==> src/rtl/gnr_pkg.sv <==
// Shared definitions for the GRN run controller.
//   - gnr_state_e : controller FSM states
//   - NODES_DEF   : default network size (state-vector width)
//   - STEP_W_DEF  : default width of step counters and limits
package gnr_pkg;

  localparam int NODES_DEF  = 8;
  localparam int STEP_W_DEF = 16;

  typedef enum logic [2:0] {
    IDLE,
    INIT,
    RUN,
    PERIOD,
    DONE
  } gnr_state_e;

endpackage

==> src/rtl/gnr_cycle_ctrl_if.sv <==
// Bundle of all run-control and node-bus signals of one network instance.
//   start/init_vec/max_steps : run request from the host
//   busy/done/timeout        : run status back to the host
//   meet_steps/period        : Floyd results
//   reset_nos/init_state     : node (re)load lines
//   start_s0/start_s1        : tortoise / hare step enables
//   s0_vec/s1_vec            : concatenated node outputs (tortoise / hare)
// master : host + network side; slave : the controller.
interface gnr_cycle_ctrl_if import gnr_pkg::*; #(
  parameter int NODES  = NODES_DEF,
  parameter int STEP_W = STEP_W_DEF
);

  logic              start;
  logic [NODES-1:0]  init_vec;
  logic [STEP_W-1:0] max_steps;
  logic [NODES-1:0]  s0_vec;
  logic [NODES-1:0]  s1_vec;

  logic              reset_nos;
  logic [NODES-1:0]  init_state;
  logic              start_s0;
  logic              start_s1;
  logic              busy;
  logic              done;
  logic              timeout;
  logic [STEP_W-1:0] meet_steps;
  logic [STEP_W-1:0] period;

  modport master (
    output start, init_vec, max_steps, s0_vec, s1_vec,
    input  reset_nos, init_state, start_s0, start_s1,
    input  busy, done, timeout, meet_steps, period
  );

  modport slave (
    input  start, init_vec, max_steps, s0_vec, s1_vec,
    output reset_nos, init_state, start_s0, start_s1,
    output busy, done, timeout, meet_steps, period
  );

endinterface

==> src/rtl/gnr_step_counter.sv <==
// Saturating step counter.
//   clk, rst   : clock, asynchronous active-low reset
//   clr        : synchronous clear (wins over en)
//   en         : count request; ignored once the limit is reached
//   limit      : saturation value
//   cnt        : current count
//   at_limit   : cnt has reached limit
module gnr_step_counter import gnr_pkg::*; #(
  parameter int STEP_W = STEP_W_DEF
) (
  input  logic              clk,
  input  logic              rst,
  input  logic              clr,
  input  logic              en,
  input  logic [STEP_W-1:0] limit,
  output logic [STEP_W-1:0] cnt,
  output logic              at_limit
);

  // >= rather than == so the flag stays safe even if the limit shrinks.
  assign at_limit = (cnt >= limit);

  always_ff @(posedge clk or negedge rst) begin
    if (!rst) begin
      cnt <= '0;
    end else if (clr) begin
      cnt <= '0;
    end else if (en && !at_limit) begin
      cnt <= cnt + STEP_W'(1);
    end
  end

endmodule

==> src/rtl/gnr_cycle_ctrl.sv <==
// Per-network run controller: loads the initial state into both node copies,
// then runs Floyd cycle detection (tortoise s0 at half rate, hare s1 at full
// rate), measures the attractor period and reports the result.
//   clk, rst : clock, asynchronous active-low reset
//   bus      : gnr_cycle_ctrl_if.slave (host request/status + node bus)
module gnr_cycle_ctrl import gnr_pkg::*; #(
  parameter int NODES  = NODES_DEF,
  parameter int STEP_W = STEP_W_DEF
) (
  input  logic            clk,
  input  logic            rst,
  gnr_cycle_ctrl_if.slave bus
);

  gnr_state_e        state;
  logic [NODES-1:0]  init_q;
  logic [STEP_W-1:0] lim;
  logic              reset_nos_q;
  logic              busy_q;
  logic              done_q;
  logic              timeout_q;
  logic [STEP_W-1:0] meet_q;
  logic [STEP_W-1:0] period_q;

  logic [STEP_W-1:0] step_cnt;
  logic [STEP_W-1:0] per_cnt;
  logic              step_at_lim;
  logic              per_at_lim;

  logic accept;
  logic match;
  logic hit;
  logic phit;
  logic run_pulse;
  logic per_pulse;

  assign accept = bus.start && ((state == IDLE) || (state == DONE));
  assign match  = (bus.s0_vec == bus.s1_vec);

  // The tortoise only sits on a whole network step after an even number of
  // hare steps, so meetings are only meaningful there.
  assign hit  = (state == RUN) && !step_cnt[0] && (step_cnt >= STEP_W'(2)) && match;
  assign phit = (state == PERIOD) && (per_cnt != '0) && match;

  // Step enables must react in the same cycle as the comparison of the node
  // outputs, so they are decoded here instead of registered.
  assign run_pulse = (state == RUN) && !hit && !step_at_lim;
  assign per_pulse = (state == PERIOD) && !phit && !per_at_lim;

  assign bus.start_s0   = run_pulse;
  assign bus.start_s1   = run_pulse | per_pulse;
  assign bus.reset_nos  = reset_nos_q;
  assign bus.init_state = init_q;
  assign bus.busy       = busy_q;
  assign bus.done       = done_q;
  assign bus.timeout    = timeout_q;
  assign bus.meet_steps = meet_q;
  assign bus.period     = period_q;

  gnr_step_counter #(.STEP_W(STEP_W)) u_step_cnt (
    .clk      (clk),
    .rst      (rst),
    .clr      (accept),
    .en       (run_pulse),
    .limit    (lim),
    .cnt      (step_cnt),
    .at_limit (step_at_lim)
  );

  gnr_step_counter #(.STEP_W(STEP_W)) u_per_cnt (
    .clk      (clk),
    .rst      (rst),
    .clr      (accept),
    .en       (per_pulse),
    .limit    (lim),
    .cnt      (per_cnt),
    .at_limit (per_at_lim)
  );

  always_ff @(posedge clk or negedge rst) begin
    if (!rst) begin
      state       <= IDLE;
      init_q      <= '0;
      lim         <= '0;
      reset_nos_q <= 1'b0;
      busy_q      <= 1'b0;
      done_q      <= 1'b0;
      timeout_q   <= 1'b0;
      meet_q      <= '0;
      period_q    <= '0;
    end else begin
      reset_nos_q <= 1'b0;
      case (state)
        IDLE, DONE: begin
          if (bus.start) begin
            init_q      <= bus.init_vec;
            // A zero limit would never let the run start, so it means one step.
            lim         <= (bus.max_steps == '0) ? STEP_W'(1) : bus.max_steps;
            meet_q      <= '0;
            period_q    <= '0;
            timeout_q   <= 1'b0;
            reset_nos_q <= 1'b1;
            busy_q      <= 1'b1;
            done_q      <= 1'b0;
            state       <= INIT;
          end
        end
        INIT: begin
          state <= RUN;
        end
        RUN: begin
          if (hit) begin
            meet_q <= step_cnt;
            state  <= PERIOD;
          end else if (step_at_lim) begin
            meet_q    <= step_cnt;
            timeout_q <= 1'b1;
            period_q  <= '0;
            busy_q    <= 1'b0;
            done_q    <= 1'b1;
            state     <= DONE;
          end
        end
        PERIOD: begin
          if (phit) begin
            period_q <= per_cnt;
            busy_q   <= 1'b0;
            done_q   <= 1'b1;
            state    <= DONE;
          end else if (per_at_lim) begin
            timeout_q <= 1'b1;
            period_q  <= '0;
            busy_q    <= 1'b0;
            done_q    <= 1'b1;
            state     <= DONE;
          end
        end
        default: begin
          state <= IDLE;
        end
      endcase
    end
  end

endmodule

==> src/flat_wrapper.sv <==
// flat-port wrapper written by rule: the top's interface ports become plain ports
module gnr_cycle_ctrl_flat import gnr_pkg::*;
#(
  parameter int NODES  = NODES_DEF,
  parameter int STEP_W = STEP_W_DEF
)
  (clk, rst, bus_start, bus_init_vec, bus_max_steps, bus_s0_vec, bus_s1_vec, bus_reset_nos, bus_init_state, bus_start_s0, bus_start_s1, bus_busy, bus_done, bus_timeout, bus_meet_steps, bus_period);
  gnr_cycle_ctrl_if #(.NODES(NODES), .STEP_W(STEP_W)) bus_i ();
  input  logic clk;
  input  logic rst;
  input wire logic [$bits(bus_i.start)-1:0] bus_start;
  input wire logic [$bits(bus_i.init_vec)-1:0] bus_init_vec;
  input wire logic [$bits(bus_i.max_steps)-1:0] bus_max_steps;
  input wire logic [$bits(bus_i.s0_vec)-1:0] bus_s0_vec;
  input wire logic [$bits(bus_i.s1_vec)-1:0] bus_s1_vec;
  output wire logic [$bits(bus_i.reset_nos)-1:0] bus_reset_nos;
  output wire logic [$bits(bus_i.init_state)-1:0] bus_init_state;
  output wire logic [$bits(bus_i.start_s0)-1:0] bus_start_s0;
  output wire logic [$bits(bus_i.start_s1)-1:0] bus_start_s1;
  output wire logic [$bits(bus_i.busy)-1:0] bus_busy;
  output wire logic [$bits(bus_i.done)-1:0] bus_done;
  output wire logic [$bits(bus_i.timeout)-1:0] bus_timeout;
  output wire logic [$bits(bus_i.meet_steps)-1:0] bus_meet_steps;
  output wire logic [$bits(bus_i.period)-1:0] bus_period;
  assign bus_i.start = bus_start;
  assign bus_i.init_vec = bus_init_vec;
  assign bus_i.max_steps = bus_max_steps;
  assign bus_i.s0_vec = bus_s0_vec;
  assign bus_i.s1_vec = bus_s1_vec;
  assign bus_reset_nos = bus_i.reset_nos;
  assign bus_init_state = bus_i.init_state;
  assign bus_start_s0 = bus_i.start_s0;
  assign bus_start_s1 = bus_i.start_s1;
  assign bus_busy = bus_i.busy;
  assign bus_done = bus_i.done;
  assign bus_timeout = bus_i.timeout;
  assign bus_meet_steps = bus_i.meet_steps;
  assign bus_period = bus_i.period;
  gnr_cycle_ctrl #(.NODES(NODES), .STEP_W(STEP_W)) u_core (.clk(clk), .rst(rst), .bus(bus_i));
endmodule
==> config.mk <==
export PLATFORM = sky130hd
export DESIGN_NAME = gnr_cycle_ctrl_flat
export DESIGN_NICKNAME = d
export VERILOG_FILES = /design/src/rtl/gnr_pkg.sv /design/src/rtl/gnr_cycle_ctrl_if.sv /design/src/rtl/gnr_step_counter.sv /design/src/rtl/gnr_cycle_ctrl.sv /design/src/flat_wrapper.sv
export SDC_FILE = /design/constraint.sdc
export NUM_CORES = 1
export LEC_CHECK = 0
export ABC_AREA = 1
export CAP_MARGIN = 20
export CORE_MARGIN = 5
export CORE_UTILIZATION = 59
export CTS_CLUSTER_DIAMETER = 60
export CTS_CLUSTER_SIZE = 14
export DETAILED_ROUTE_END_ITERATION = 10
export MAX_ROUTING_LAYER = met4
export PLACE_DENSITY = 0.86
export SYNTH_ARGS = -nofsm -noshare
export SYNTH_HDL_FRONTEND = slang
export SYNTH_HIERARCHICAL = 1
export SYNTH_SLANG_ARGS = --single-unit
==> constraint.sdc <==
create_clock -name clk -period 4.7 [get_ports clk]
set_input_delay 0.705 -clock clk [delete_from_list [all_inputs] [get_ports clk]]
set_output_delay 0.705 -clock clk [all_outputs]
set_load 0.02 [all_outputs]
* Word-level counts from Yosys, hierarchy flattened
Cells that the tools add are included.
** Word-level totals
- Memory bits (read-only) :: 0
- Input port bits :: 43
- Latch bits :: 0
- Register bits :: 95
- Output and inout bits :: 46
- Memory bits (writable) :: 0
- Memories kept :: 0
- Word-level logic and storage cells :: 96
** Operators by class
- Equality and inequality tests :: 12
- Multiplexer cells :: 36
- Div/mod/pow operators :: 0
- Reductions and logical operators :: 31
- Add/subtract/negate cells :: 2
- Bitwise gates (word level) :: 1
- $lt $le $gt $ge :: 3
- $mul :: 0
- Shift operators :: 0
** Operator list (number)
- 2-to-1 mux 16 bit :: 12
- case mux 16 bit (3 select lines) :: 1
- adder 16 x 1 -> 16 bit (second input constant) :: 2
- >= comparator 16 bit :: 2
- case mux 16 bit (2 select lines) :: 1
- >= comparator 16 x 2 -> 1 bit (second input constant) :: 1
- logical NOT 16 bit :: 1
- nonzero test 16 bit :: 1
- 2-to-1 mux 3 bit :: 5
- 2-to-1 mux 1 bit :: 13
- logical AND 1 bit :: 12
- case mux 3 bit (4 select lines) :: 1
- case mux 1 bit (3 select lines) :: 3
- equality test 8 bit :: 1
- equality test 3 x 2 -> 1 bit (second input constant) :: 2
- != test 2 bit (second input constant) :: 3
- != test 3 x 1 -> 1 bit (second input constant) :: 2
- AND reduction 3 bit :: 2
- AND reduction 6 bit :: 1
- nonzero test 2 bit :: 3
- logical NOT 1 bit :: 5
- AND reduction 5 bit :: 1
- != test 2 x 1 -> 1 bit (second input constant) :: 2
- equality test 3 x 1 -> 1 bit (second input constant) :: 1
- other kinds (7) :: 7

* Longest topological paths before layout
Gate-level depths: netlist of run 1.
- Depth in word-level cells :: 10
- Gate-level depth with buffers :: 19
- Depth with buffers taken out :: 18

* By module
Netlist of run 1, hierarchy kept.
** By module, submodules not included
- gnr_cycle_ctrl :: cells an instance 401, seq. area each 1576.5 µm², area each 3081.7 µm², times used 1
- gnr_step_counter at u_core.u_per_cnt :: cells an instance 211, seq. area each 400.4 µm², area each 1465.2 µm², times used 1
- gnr_step_counter at u_core.u_step_cnt :: cells an instance 214, seq. area each 400.4 µm², area each 1447.6 µm², times used 1

* Worst setup path before layout of run 1
OpenSTA, ideal clock, no wires.
- Kind :: flip-flop to output port
- Start point :: reg u_core.u_per_cnt.cnt[3]
- End point :: out bus_start_s1
- Path buffers :: 0
- Slack :: 2.293 ns
- Cell stages (with the launch flop) :: 13
- Required time :: 3.995 ns
- Data arrival time :: 1.702 ns
- Cell sequence :: dfrtp_1 > ha_1 > nand2_1 > nor2_1 > nor2_1 > nand2_1 > nand2_1 > nand2_1 > nand2_1 > nand2_1 > nor2_1 > nand2_4 > nand2_1
** Between the ends
- Elaborated cells on any way between the ends :: 9
- Those cells by class :: order compare: 1; bitwise: 1; reduce/logical: 7
** RTL lines
- from (decl) :: RTL line gnr_step_counter.sv:16 : output logic [STEP_W-1:0] cnt,
- from (signal assigned) :: RTL line gnr_step_counter.sv:29 : cnt <= cnt + STEP_W'(1);
- >= comparator 16 bit :: RTL line gnr_step_counter.sv:21 : assign at_limit = (cnt >= limit);
- named net u_core.per_at_lim :: RTL line gnr_cycle_ctrl.sv:28 : logic per_at_lim;
- logical NOT 1 bit :: RTL line gnr_cycle_ctrl.sv:48 : assign per_pulse = (state == PERIOD) && !phit && !per_at_lim;
- logical AND 1 bit :: RTL line gnr_cycle_ctrl.sv:48
- OR 1 bit :: RTL line gnr_cycle_ctrl.sv:51 : assign bus.start_s1 = run_pulse | per_pulse;
- to (decl) :: RTL line flat_wrapper.sv:19 : output wire logic [$bits(bus_i.start_s1)-1:0] bus_start_s1;
The timed path passes the listed nets, and every way through them passes these cells.

* Worst setup path after layout of run 1
Same ends and word-level chain as after synthesis.

==> results of run 1 <==
layer usage:
metal	track usage, %	vias up	share of wire [%]
met5	-	-	0
met4	8.95	0	2.3
met3	3.06	35	4.7
met2	45.0	169	53
met1	28.4	2592	40
li1	-	2738	-
final cells by class:
cell class                 instances  area (um2)
timing repair buffer              92         908
tap                              133         166
clock inverter                     7         103
multi-input combinational        612        3100
clock buffer                       9         124
inverter                          99         372
fill                             798        2670
sequential                        95        2380
worst max-delay path by stage:
stage / to / slack [ns] / startpoint / depth (start not counted)
after floorplan: bus_start_s1 / 2.29 / u_core/u_per_cnt/cnt[3] / 12
after global placement: bus_start_s0 / 1.50 / bus_s1_vec[5] / 11
after detailed placement: bus_start_s0 / 1.44 / bus_s0_vec[4] / 11
after CTS: bus_start_s0 / 1.07 / u_core/u_step_cnt/cnt[11] / 9
after global routing: bus_start_s1 / 0.92 / u_core/u_per_cnt/cnt[0] / 14
final: bus_start_s1 / 1.06 / u_core/u_per_cnt/cnt[3] / 13
report_power, final:
part	leakage, nW	switching [W]	internal, W	total, W
combinational	2.40	0.00101	0.000532	0.00154
clock	0.111	0.000305	0.000306	0.000612
sequential	1.27	0.000175	0.000986	0.00116
total	3.78	0.00149	0.00182	0.00332
registers in the layout, summed over array words and instances (netlist names):
signal / flops
u_core/bus.done: 1
u_core/u_per_cnt/cnt: 16
u_core/bus.init_state: 8
u_core/bus.meet_steps: 16
u_core/state: 3
u_core/bus.period: 16
u_core/bus.busy: 1
u_core/bus.reset_nos: 1
u_core/lim: 16
u_core/u_step_cnt/cnt: 16
u_core/bus.timeout: 1
critical path, delay by kind of cell (launching register included):
family	cells	cell delay (ns)
flops	1	0.49
simple gates	11	1.12
fa+ha+maj	1	0.35
buf+inv	1	0.61
stage by stage:
step | power (W) | utilization [%] | hold slack (ns) | cells | area, um2
after global placement | 0.00261 | 70.5 | 0.452 | 1031 | 6920
after floorplan | 0.00229 | - | 0.409 | 826 | 5990
final | 0.00332 | 72.8 | 0.330 | 1047 | 7150
after global routing | 0.00357 | 72.8 | 0.384 | 1047 | 7150
after detailed placement | 0.00269 | 70.5 | 0.457 | 1031 | 6920
after CTS | 0.00332 | 72.8 | 0.356 | 1047 | 7150
cell families (layout without fill, tap and decap cells):
logic type,Yosys count,count (layout),share of synthesized area (%)
and+or+nand+nor,512,512,37.1
AOI/OAI and AO/OA,56,56,6.05
xor gates and xnor gates,10,10,1.46
buffers and inverters,119,207,8.62
adders and majority gates,34,34,7.10
DFF,95,95,39.7
Yosys cell counts, types with 3 or more instances:
cell | count | area (um2)
sky130_fd_sc_hd__dfrtp_1 | 95 | 2380
sky130_fd_sc_hd__nand3_4 | 3 | 52.6
sky130_fd_sc_hd__o21ai_2 | 17 | 149
sky130_fd_sc_hd__nand3_1 | 39 | 195
sky130_fd_sc_hd__ha_1 | 34 | 425
sky130_fd_sc_hd__nand2_4 | 4 | 45.0
sky130_fd_sc_hd__xor2_1 | 6 | 52.6
sky130_fd_sc_hd__a21oi_1 | 25 | 125
sky130_fd_sc_hd__nand2_2 | 16 | 100
sky130_fd_sc_hd__clkinv_1 | 3 | 11.3
sky130_fd_sc_hd__nor4_1 | 5 | 31.3
sky130_fd_sc_hd__buf_6 | 6 | 67.6
sky130_fd_sc_hd__nor3_1 | 9 | 45.0
sky130_fd_sc_hd__nand2_1 | 333 | 1250
sky130_fd_sc_hd__xnor2_1 | 4 | 35.0
sky130_fd_sc_hd__nor2_1 | 77 | 289
sky130_fd_sc_hd__nor2_4 | 6 | 67.6
sky130_fd_sc_hd__nor2_2 | 4 | 25.0
sky130_fd_sc_hd__inv_1 | 95 | 357
sky130_fd_sc_hd__buf_2 | 5 | 25.0
sky130_fd_sc_hd__o21ai_0 | 6 | 30.0
sky130_fd_sc_hd__nand4_1 | 8 | 50.1
sky130_fd_sc_hd__nand3_2 | 3 | 30.0
sky130_fd_sc_hd__clkbuf_1 | 4 | 15.0
==> flow_summary.rst, run 1 <==
.. list-table::
   :header-rows: 1

   * - Metric
     - Value
   * - Achievable frequency
     - 275 MHz
   * - Netlist Area Pre-Place
     - between 5000 and 6000 um2
   * - Pre-CTS WS
     - roughly 1.4 ns
   * - Remaining antenna violation count after routing
     - 0
   * - Number of diodes added for antenna fixing
     - 0
   * - Die ar.
     - approximately 12,000 um2
   * - Clock transition at the register clock pins on the worst setup and hold paths after CTS
     - approximately 0.1 ns
   * - Type of the most critical hold path
     - input pin to async pin
   * - Average wire per cell in the routed design
     - around 14 um
   * - Syn Nets
     - approximately 900
   * - Post-CTS Resized
     - 0
   * - Worst-skew pair later-pin latency
     - roughly 0.36 ns
   * - Setup clock skew after layout
     - around 0.016 ns
   * - Number of buffer cells added on primary ports
     - 88
   * - Clock Root Buffer
     - sky130_fd_sc_hd__clkbuf_8
   * - Number of different library cells in the post-synthesis netlist
     - 37
   * - Aggregate global routing overflow
     - 0
   * - Initial DRC Count
     - between 300 and 400
   * - Number of levels the H-tree was split into
     - 3
   * - Startpoint kind of the worst setup timing path
     - flip-flop
   * - Number of setup buffers added after CTS
     - 0
   * - Result of the run
     - completed
   * - Die height
     - ~110 um
   * - Proportion of layout cells with a drive suffix above 1
     - about 8.5%
   * - Post-Synthesis Cells
     - between 800 and 900
   * - FF-to-FF Start
     - u_core/u_per_cnt/cnt[3]
   * - Number of vias in the routed layout
     - about 5,500
   * - Nets@finish
     - roughly 990
   * - Crit path capture type
     - output pin
   * - Worst R2R Setup Slack
     - between 2 and 2.5 ns
   * - Detailed-route vias per instance
     - 5.29
   * - DRC violations left
     - 0
   * - CTS Buf Count
     - 9
   * - TritonRoute pass-1 iters
     - 5
   * - Largest net degree at the start of global routing
     - 51
   * - Count of flip-flops with a built-in enable after synthesis
     - 0
   * - Synth Area per Inst
     - just over 7 um2
   * - First-pass GRT wire length
     - between 20,000 and 30,000 um
   * - Async set-reset flop share out of synthesis
     - 100%
   * - Number of hold violations in the final report
     - 0
   * - Count of synthesis-stage warnings from yosys
     - 6
   * - Placeable core region
     - around 9800 um2
   * - Final Wtd Congestion
     - around 0.87
   * - Fraction of the cycle the final worst path needs
     - 77.5%
   * - Routed WL
     - between 10,000 and 15,000 um
   * - Bufs on Longest Clock Path
     - 2
   * - Most frequent cells in the layout
     - 333 x sky130_fd_sc_hd__nand2_1, 95 x sky130_fd_sc_hd__inv_1, 95 x sky130_fd_sc_hd__dfrtp_1
   * - Cell repeated most along the worst path
     - sky130_fd_sc_hd__nand2_1
   * - Critical Path Max Stage Delay
     - 0.61 ns
   * - CTS tree
     - built
   * - Critical-path cell list
     - ha_1 > nand2_1 > nand2_1 > nor2_1 > nand2_1 > nand2_1 > nand2_1 > nand2_1 > nand2_1 > nor2_1 > nand2_4 > nand2_1 > clkdlybuf4s50_1
   * - P&R area growth vs syn
     - 19.3%
   * - Worst Setup Slack, final
     - ~1.1 ns
   * - Number of global-route vias before repair
     - about 5,500
   * - # rows
     - 36
   * - Part of the Yosys area used for sequential elements
     - a little under 40%
   * - Critical path peak fanout
     - 8
   * - Actual transition at the worst max-transition pin
     - between 0.7 and 0.8 ns
   * - Initial antenna violation count
     - 0
   * - Final Critical Period
     - 3.64 ns
   * - DIE WIDTH
     - between 100 and 150 um
   * - Sink Count
     - between 90 and 100
   * - Worst setup path category
     - flip-flop to output pin
   * - Length in cells of the worst reg-to-reg path
     - 16
   * - Predominant post-synthesis flop cell
     - sky130_fd_sc_hd__dfrtp_1
   * - Maximum VDD drop
     - ~0.34 mV
   * - Max-capacitance violation count
     - 0
   * - Cell leakage power
     - 3.78 nW
   * - Commonest non-fill, non-tap cell in the layout
     - sky130_fd_sc_hd__nand2_1
   * - Final slew viol count
     - 0
   * - Slowest cell on the critical path
     - sky130_fd_sc_hd__clkdlybuf4s50_1
   * - Number of buffers added to fix hold violations after cts
     - 0
   * - Areal power density over the cells
     - approximately 460 nW/um2
   * - CP required
     - 3.99 ns
   * - Total of endpoints with negative setup slack in the final report
     - 0
   * - Starting density of the core
     - about three fifths
   * - Aggregate negative setup slack
     - 0 ns
   * - Overall track demand over capacity in global routing
     - approximately a quarter
   * - Setup repair after global routing missed its margin
     - false
   * - Worst EP arrival
     - 2.94 ns
   * - Worst reg2reg endpoint
     - u_core/u_per_cnt/cnt[4]
   * - Number of flip-flops and latches in the synthesized netlist
     - 95
   * - Ports
     - 89
   * - Relative slew margins
     - slightly below 50%
   * - HPWL Detailed
     - about 11,000 um
Note: power is estimated with default switching activity, not from simulation.
==> run 2: changes to the inputs <==
Settings changed: CORE_UTILIZATION 59 to 55, PLACE_DENSITY 0.86 to 0.81.
Clock period 4.7 ns to 3.7 ns, I/O delays scaled along.
==> flow_summary.rst, run 2 (synthesized netlist as in run 1, its figures left out) <==
.. list-table::
   :header-rows: 1

   * - Metric
     - Value
   * - Result of the run
     - completed (unchanged)
   * - Areal power density over the cells
     - 566 nW/um2 (was 464 nW/um2)
   * - Power share of the sequential group
     - 36.4% (was 35.0%)
   * - Worst-skew pair later-pin latency
     - 0.37 ns (was 0.36 ns)
   * - Largest net degree at the start of global routing
     - 56 (was 51)
   * - Overall track demand over capacity in global routing
     - 21.9% (was 24.9%)
   * - Area of the multi-input gates
     - 3100 um2 (unchanged)
   * - Clock Root Buffer
     - sky130_fd_sc_hd__clkbuf_8 (unchanged)
   * - Total internal power
     - 0.00218 W (was 0.00182 W)
   * - Number of diodes added for antenna fixing
     - 0 (unchanged)
   * - # rows
     - 38 (was 36)
   * - Die height
     - 114 um (was 111 um)
   * - Remaining antenna violation count after routing
     - 0 (unchanged)
   * - Cell leakage power
     - 3.77 nW (was 3.78 nW)
   * - Final Critical Period
     - approximately 3.5 ns
   * - First-pass GRT wire length
     - 22,700 um (was 25,100 um)
   * - DRC violations left
     - 0 (unchanged)
   * - Max-capacitance violation count
     - 0 (unchanged)
   * - Total of endpoints with negative setup slack in the final report
     - 0 (unchanged)
   * - Post-CTS Resized
     - 0 (unchanged)
   * - Pre-CTS WS
     - 0.672 ns (was 1.44 ns)
   * - Routed WL
     - 13,500 um (was 14,600 um)
   * - Achievable frequency
     - 288 MHz
   * - Die ar.
     - 13,100 um2 (was 12,300 um2)
   * - Number of hold violations in the final report
     - 0 (unchanged)
   * - Average wire per cell in the routed design
     - 12.8 um (was 14.0 um)
   * - Number of buffer cells added on primary ports
     - 88 (unchanged)
   * - Setup repair after global routing missed its margin
     - false (unchanged)
   * - FF/Latch Area
     - 2380 um2 (unchanged)
   * - Setup clock skew after layout
     - 0.0125 ns (was 0.0159 ns)
   * - Number of setup buffers added after CTS
     - 0 (unchanged)
   * - CP required
     - 3.14 ns (was 3.99 ns)
   * - Relative slew margins
     - 50.6% (was 49.4%)
   * - Type of the most critical hold path
     - input pin to async pin (unchanged)
   * - Most frequent cells in the layout
     - 333 x sky130_fd_sc_hd__nand2_1, 95 x sky130_fd_sc_hd__inv_1, 95 x sky130_fd_sc_hd__dfrtp_1 (unchanged)
   * - Clk network pwr share
     - 16.7% (was 18.4%)
   * - CTS tree
     - built (unchanged)
   * - Actual transition at the worst max-transition pin
     - 0.741 ns (was 0.755 ns)
   * - Critical path peak fanout
     - 6 (was 8)
   * - Number of fill cells in the layout
     - 976 (was 798)
   * - Ports
     - 89 (unchanged)
   * - Commonest non-fill, non-tap cell in the layout
     - sky130_fd_sc_hd__nand2_1 (unchanged)
   * - Aggregate global routing overflow
     - 0 (unchanged)
   * - Post-layout total power
     - 0.00403 W (was 0.00332 W)
   * - TritonRoute pass-1 iters
     - 5 (unchanged)
   * - P&R area growth vs syn
     - 18.7% (was 19.3%)
   * - Fraction of power spent switching nets
     - 45.9% (was 45.0%)
   * - Worst EP arrival
     - 2.91 ns (was 2.94 ns)
   * - Crit path capture type
     - output pin (unchanged)
   * - Net Sw Power
     - 0.00185 W (was 0.00149 W)
   * - Number of buffers added to fix hold violations after cts
     - 0 (unchanged)
   * - Detailed-route vias per instance
     - 5.01 (was 5.29)
   * - Worst setup path category
     - flip-flop to output pin (unchanged)
   * - Placeable core region
     - 10,700 um2 (was 9820 um2)
   * - Maximum VDD drop
     - 0.326 mV (was 0.337 mV)
   * - Initial DRC Count
     - 271 (was 392)
   * - Sink Count
     - 95 (unchanged)
   * - Nets@finish
     - 986 (unchanged)
   * - Proportion of layout cells with a drive suffix above 1
     - 8.53% (unchanged)
   * - HPWL Detailed
     - 9950 um (was 11,000 um)
   * - Clock transition at the register clock pins on the worst setup and hold paths after CTS
     - 0.10 ns (about the same)
   * - Startpoint kind of the worst setup timing path
     - flip-flop (unchanged)
   * - Bufs on Longest Clock Path
     - 2 (unchanged)
   * - Fraction of the cycle the final worst path needs
     - between 90% and 100%
   * - Aggregate negative setup slack
     - 0 ns (unchanged)
   * - DIE WIDTH
     - 114 um (was 111 um)
   * - Final Wtd Congestion
     - 0.885 (was 0.866)
   * - Number of vias in the routed layout
     - 5,278 (was 5,534)
   * - Worst Setup Slack, final
     - 0.232 ns (was 1.06 ns)
   * - Number of global-route vias before repair
     - 4,953 (was 5,478)
   * - Final slew viol count
     - 0 (unchanged)
   * - Number of levels the H-tree was split into
     - 3 (unchanged)
   * - Starting density of the core
     - 55.8% (was 61.0%)
   * - Initial antenna violation count
     - 0 (unchanged)
   * - CTS Buf Count
     - 9 (unchanged)
   * - Power share of the combinational group
     - 46.9% (was 46.6%)
## run 2: metrics by stage
step           hold slack (ns)  cells  util (%)  cell area [um2]
2_1_floorplan            0.259    826         -             5990
3_3_place_gp             0.452   1038      64.5             6930
3_5_place_dp             0.459   1038      64.5             6930
4_1_cts                  0.243   1054      66.2             7120
5_1_grt                  0.284   1054      66.2             7120
6_report                 0.230   1054      66.2             7120
## run 2: power groups by stage
stage          clock network, W  logic (W)  registers [W]
2_1_floorplan                 0    0.00138        0.00153
3_3_place_gp                  0    0.00184        0.00148
3_5_place_dp                  0    0.00188        0.00149
4_1_cts                0.000696    0.00190        0.00147
5_1_grt                0.000739    0.00215        0.00150
6_report               0.000672    0.00189        0.00147
## run 2: area by class of cell
cell class,instances,share of cell area (%)
well taps,140,2.46
clock buffers,9,1.74
repair buffers,92,12.8
clock inverters,7,0.861
multi-input cells,612,43.6
inverters,99,5.22
flip-flops and latches,95,33.4
## run 2: per-layer routing
metal	wire [um]	global-route usage, %	vias to the layer above
met2	6640	35.4	128
met4	327	7.76	0
li1	-	-	2739
met1	5910	28.1	2381
met5	0	-	-
met3	599	3.33	30
## run 2: final timing paths
kind / from / cells after the start / end / slack (ns)
min reg2reg: u_core/bus.period[3] / 2 / u_core/bus.period[3] / 0.48
min: rst / 1 / u_core/bus.period[2] / 0.23
max in group asynchronous: rst / 2 / u_core/u_step_cnt/cnt[3] / 2.70
min in group clk: u_core/bus.period[3] / 2 / u_core/bus.period[3] / 0.48
max reg2reg: u_core/u_step_cnt/cnt[15] / 12 / u_core/u_step_cnt/cnt[0] / 1.04
max: u_core/u_step_cnt/cnt[15] / 9 / bus_start_s0 / 0.23
## run 2: critical path: stages, from the launching register on
cell and delay [ns]:
sky130_fd_sc_hd__dfrtp_1 0.44, sky130_fd_sc_hd__ha_1 0.33, sky130_fd_sc_hd__a21oi_1 0.17, sky130_fd_sc_hd__o21ai_0 0.14
sky130_fd_sc_hd__nor2_1 0.29, sky130_fd_sc_hd__nand2_1 0.15, sky130_fd_sc_hd__nor2_4 0.16, sky130_fd_sc_hd__nand2_4 0.09
sky130_fd_sc_hd__inv_1 0.14, sky130_fd_sc_hd__clkdlybuf4s50_1 0.63
==> run 3: changes to the inputs <==
Settings changed: CORE_UTILIZATION 55 to 50, PLACE_DENSITY 0.81 to 0.77.
Clock period 3.7 ns to 2.9 ns, I/O delays scaled along.
==> flow_summary.rst, run 3 (synthesized netlist as in run 1, its figures left out) <==
.. list-table::
   :header-rows: 1

   * - Metric
     - Value
   * - Initial antenna violation count
     - 0 (unchanged)
   * - Clock Root Buffer
     - sky130_fd_sc_hd__clkbuf_16 (was sky130_fd_sc_hd__clkbuf_8)
   * - Most frequent cells in the layout
     - 333 x sky130_fd_sc_hd__nand2_1, 95 x sky130_fd_sc_hd__dfrtp_1, 94 x sky130_fd_sc_hd__inv_1 (was 333 x sky130_fd_sc_hd__nand2_1, 95 x sky130_fd_sc_hd__inv_1, 95 x sky130_fd_sc_hd__dfrtp_1)
   * - Startpoint kind of the worst setup timing path
     - flip-flop (unchanged)
   * - Commonest non-fill, non-tap cell in the layout
     - sky130_fd_sc_hd__nand2_1 (unchanged)
   * - Average wire per cell in the routed design
     - 12.8 um (about the same)
   * - FF-to-FF Start
     - u_core/lim[15] (was u_core/u_step_cnt/cnt[15])
   * - Worst EP arrival
     - 2.29 ns (was 2.91 ns)
   * - DRC violations left
     - 0 (unchanged)
   * - Areal power density over the cells
     - 750 nW/um2 (was 566 nW/um2)
   * - Maximum VDD drop
     - 0.387 mV (was 0.326 mV)
   * - Final Wtd Congestion
     - 0.869 (was 0.885)
   * - Nets@finish
     - 1,023 (was 986)
   * - Worst reg2reg endpoint
     - u_core/u_per_cnt/cnt[4] (was u_core/u_step_cnt/cnt[0])
   * - Placeable core region
     - 11,900 um2 (was 10,700 um2)
   * - Sink Count
     - 95 (unchanged)
   * - Max-capacitance violation count
     - 0 (unchanged)
   * - Fraction of the cycle the final worst path needs
     - roughly 94%
   * - Largest net degree at the start of global routing
     - 54 (was 56)
   * - Number of buffer cells added on primary ports
     - 88 (unchanged)
   * - Crit path capture type
     - output pin (unchanged)
   * - CP required
     - 2.47 ns (was 3.14 ns)
   * - Result of the run
     - completed (unchanged)
   * - Overall track demand over capacity in global routing
     - 20.7% (was 21.9%)
   * - Remaining antenna violation count after routing
     - 0 (unchanged)
   * - Number of vias in the routed layout
     - 5,456 (was 5,278)
   * - Aggregate global routing overflow
     - 0 (unchanged)
   * - Number of levels the H-tree was split into
     - 3 (unchanged)
   * - Setup clock skew after layout
     - 0.00921 ns (was 0.0125 ns)
   * - Actual transition at the worst max-transition pin
     - 0.662 ns (was 0.741 ns)
   * - Die ar.
     - 14,300 um2 (was 13,100 um2)
   * - CTS Buf Count
     - 9 (unchanged)
   * - Length in cells of the worst reg-to-reg path
     - 15 (was 12)
   * - Start point of the critical path
     - u_core/lim[15] (was u_core/u_step_cnt/cnt[15])
   * - Worst setup path category
     - flip-flop to output pin (unchanged)
   * - Relative slew margins
     - 55.9% (was 50.6%)
   * - Cell leakage power
     - 4.03 nW (was 3.77 nW)
   * - Initial DRC Count
     - 368 (was 271)
   * - Number of diodes added for antenna fixing
     - 0 (unchanged)
   * - DIE WIDTH
     - 119 um (was 114 um)
   * - Starting density of the core
     - 50.5% (was 55.8%)
   * - Die height
     - 119 um (was 114 um)
   * - Proportion of layout cells with a drive suffix above 1
     - 12.4% (was 8.53%)
   * - Aggregate negative setup slack
     - 0 ns (unchanged)
   * - Achievable frequency
     - between 300 and 400 MHz
   * - Number of global-route vias before repair
     - 5,088 (was 4,953)
   * - Routed WL
     - 14,000 um (was 13,500 um)
   * - CTS tree
     - built (unchanged)
   * - Worst-skew pair later-pin latency
     - 0.35 ns (was 0.37 ns)
   * - HPWL Detailed
     - 10,500 um (was 9950 um)
   * - Type of the most critical hold path
     - input pin to async pin (unchanged)
   * - Critical path peak fanout
     - 4 (was 6)
   * - # rows
     - 40 (was 38)
   * - Setup repair after global routing missed its margin
     - false (unchanged)
   * - Detailed-route vias per instance
     - 4.97 (was 5.01)
   * - Number of hold violations in the final report
     - 0 (unchanged)
   * - Fraction of the core area covered by cells at the end of the flow
     - 63.5% (was 66.2%)
   * - Post-layout total power
     - 0.00565 W (was 0.00403 W)
   * - Final slew viol count
     - 0 (unchanged)
   * - Worst R2R Setup Slack
     - 0.29 ns (was 1.04 ns)
   * - Pre-CTS WS
     - 0.0675 ns (was 0.672 ns)
   * - TritonRoute pass-1 iters
     - 5 (unchanged)
   * - Number of buffers added to fix hold violations after cts
     - 0 (unchanged)
   * - Clock transition at the register clock pins on the worst setup and hold paths after CTS
     - 0.06 ns (was 0.10 ns)
   * - Total of endpoints with negative setup slack in the final report
     - 0 (unchanged)
   * - Worst Setup Slack, final
     - 0.175 ns (was 0.232 ns)
   * - P&R area growth vs syn
     - 25.7% (was 18.7%)
   * - Ports
     - 89 (unchanged)
   * - Final Critical Period
     - approximately 2.7 ns
   * - Bufs on Longest Clock Path
     - 2 (unchanged)
   * - First-pass GRT wire length
     - 23,600 um (was 22,700 um)
==> run 3: routing by layer <==
| layer | global-route usage [%] | vias up | share of wire, % |
|---|---|---|---|
| met1 | 26.2 | 2479 | 45 |
| met3 | 3.25 | 21 | 4.8 |
| met2 | 34.0 | 145 | 48 |
| met4 | 7.23 | 0 | 2.3 |
| met5 | - | - | 0 |
| li1 | - | 2811 | - |
==> run 3: layout make-up <==
class,count,area (um2)
clock buffers,12,256
repair buffers,129,1190
flip-flops and latches,95,2380
fillers,1057,4330
well taps,147,184
multi-input cells,612,3100
inverters,99,372
clock inverters,4,52.6
==> run 3: worst max-delay path by stage <==
stage / endpoint / depth (start not counted)
after floorplan: u_core/u_step_cnt/cnt[1] / 12
after global placement: bus_start_s0 / 11
after detailed placement: bus_start_s0 / 11
after CTS: bus_start_s1 / 11
after global routing: bus_start_s1 / 14
final: bus_start_s0 / 11
==> run 3: timing repair <==
action                                  in CTS  in global routing
endpoints found under the hold margin        0                  0
endpoints found under the setup margin       2                  3
pin swaps                                    0                  0
buffers inserted                             0                  1
gates resized for setup                      5                  4
==> run 3: critical path, cell delays in order (launching register included) <==
cell	delay, ns
sky130_fd_sc_hd__dfrtp_1	0.37
sky130_fd_sc_hd__inv_1	0.06
sky130_fd_sc_hd__ha_1	0.32
sky130_fd_sc_hd__a21oi_1	0.17
sky130_fd_sc_hd__o21ai_0	0.10
sky130_fd_sc_hd__nor2_1	0.14
sky130_fd_sc_hd__buf_4	0.14
sky130_fd_sc_hd__nand2_1	0.09
sky130_fd_sc_hd__nor2_4	0.17
sky130_fd_sc_hd__nand2_4	0.09
sky130_fd_sc_hd__inv_2	0.11
sky130_fd_sc_hd__buf_2	0.17
==> run 3: power by group <==
| group | leakage, nW | switching, W | internal [W] | total, W |
|---|---|---|---|---|
| clock | 0.153 | 0.000504 | 0.000719 | 0.00122 |
| sequential | 1.27 | 0.000191 | 0.00160 | 0.00179 |
| combinational | 2.60 | 0.00168 | 0.000955 | 0.00264 |
==> run 3: stage by stage <==
stage                     instance area [um2]  hold slack [ns]  cells
final                                    7530            0.117   1098
after global routing                     7530            0.181   1098
after floorplan                          5990            0.139    826
after CTS                                7530            0.145   1097
after global placement                   7220            0.453   1081
after detailed placement                 7220            0.458   1081
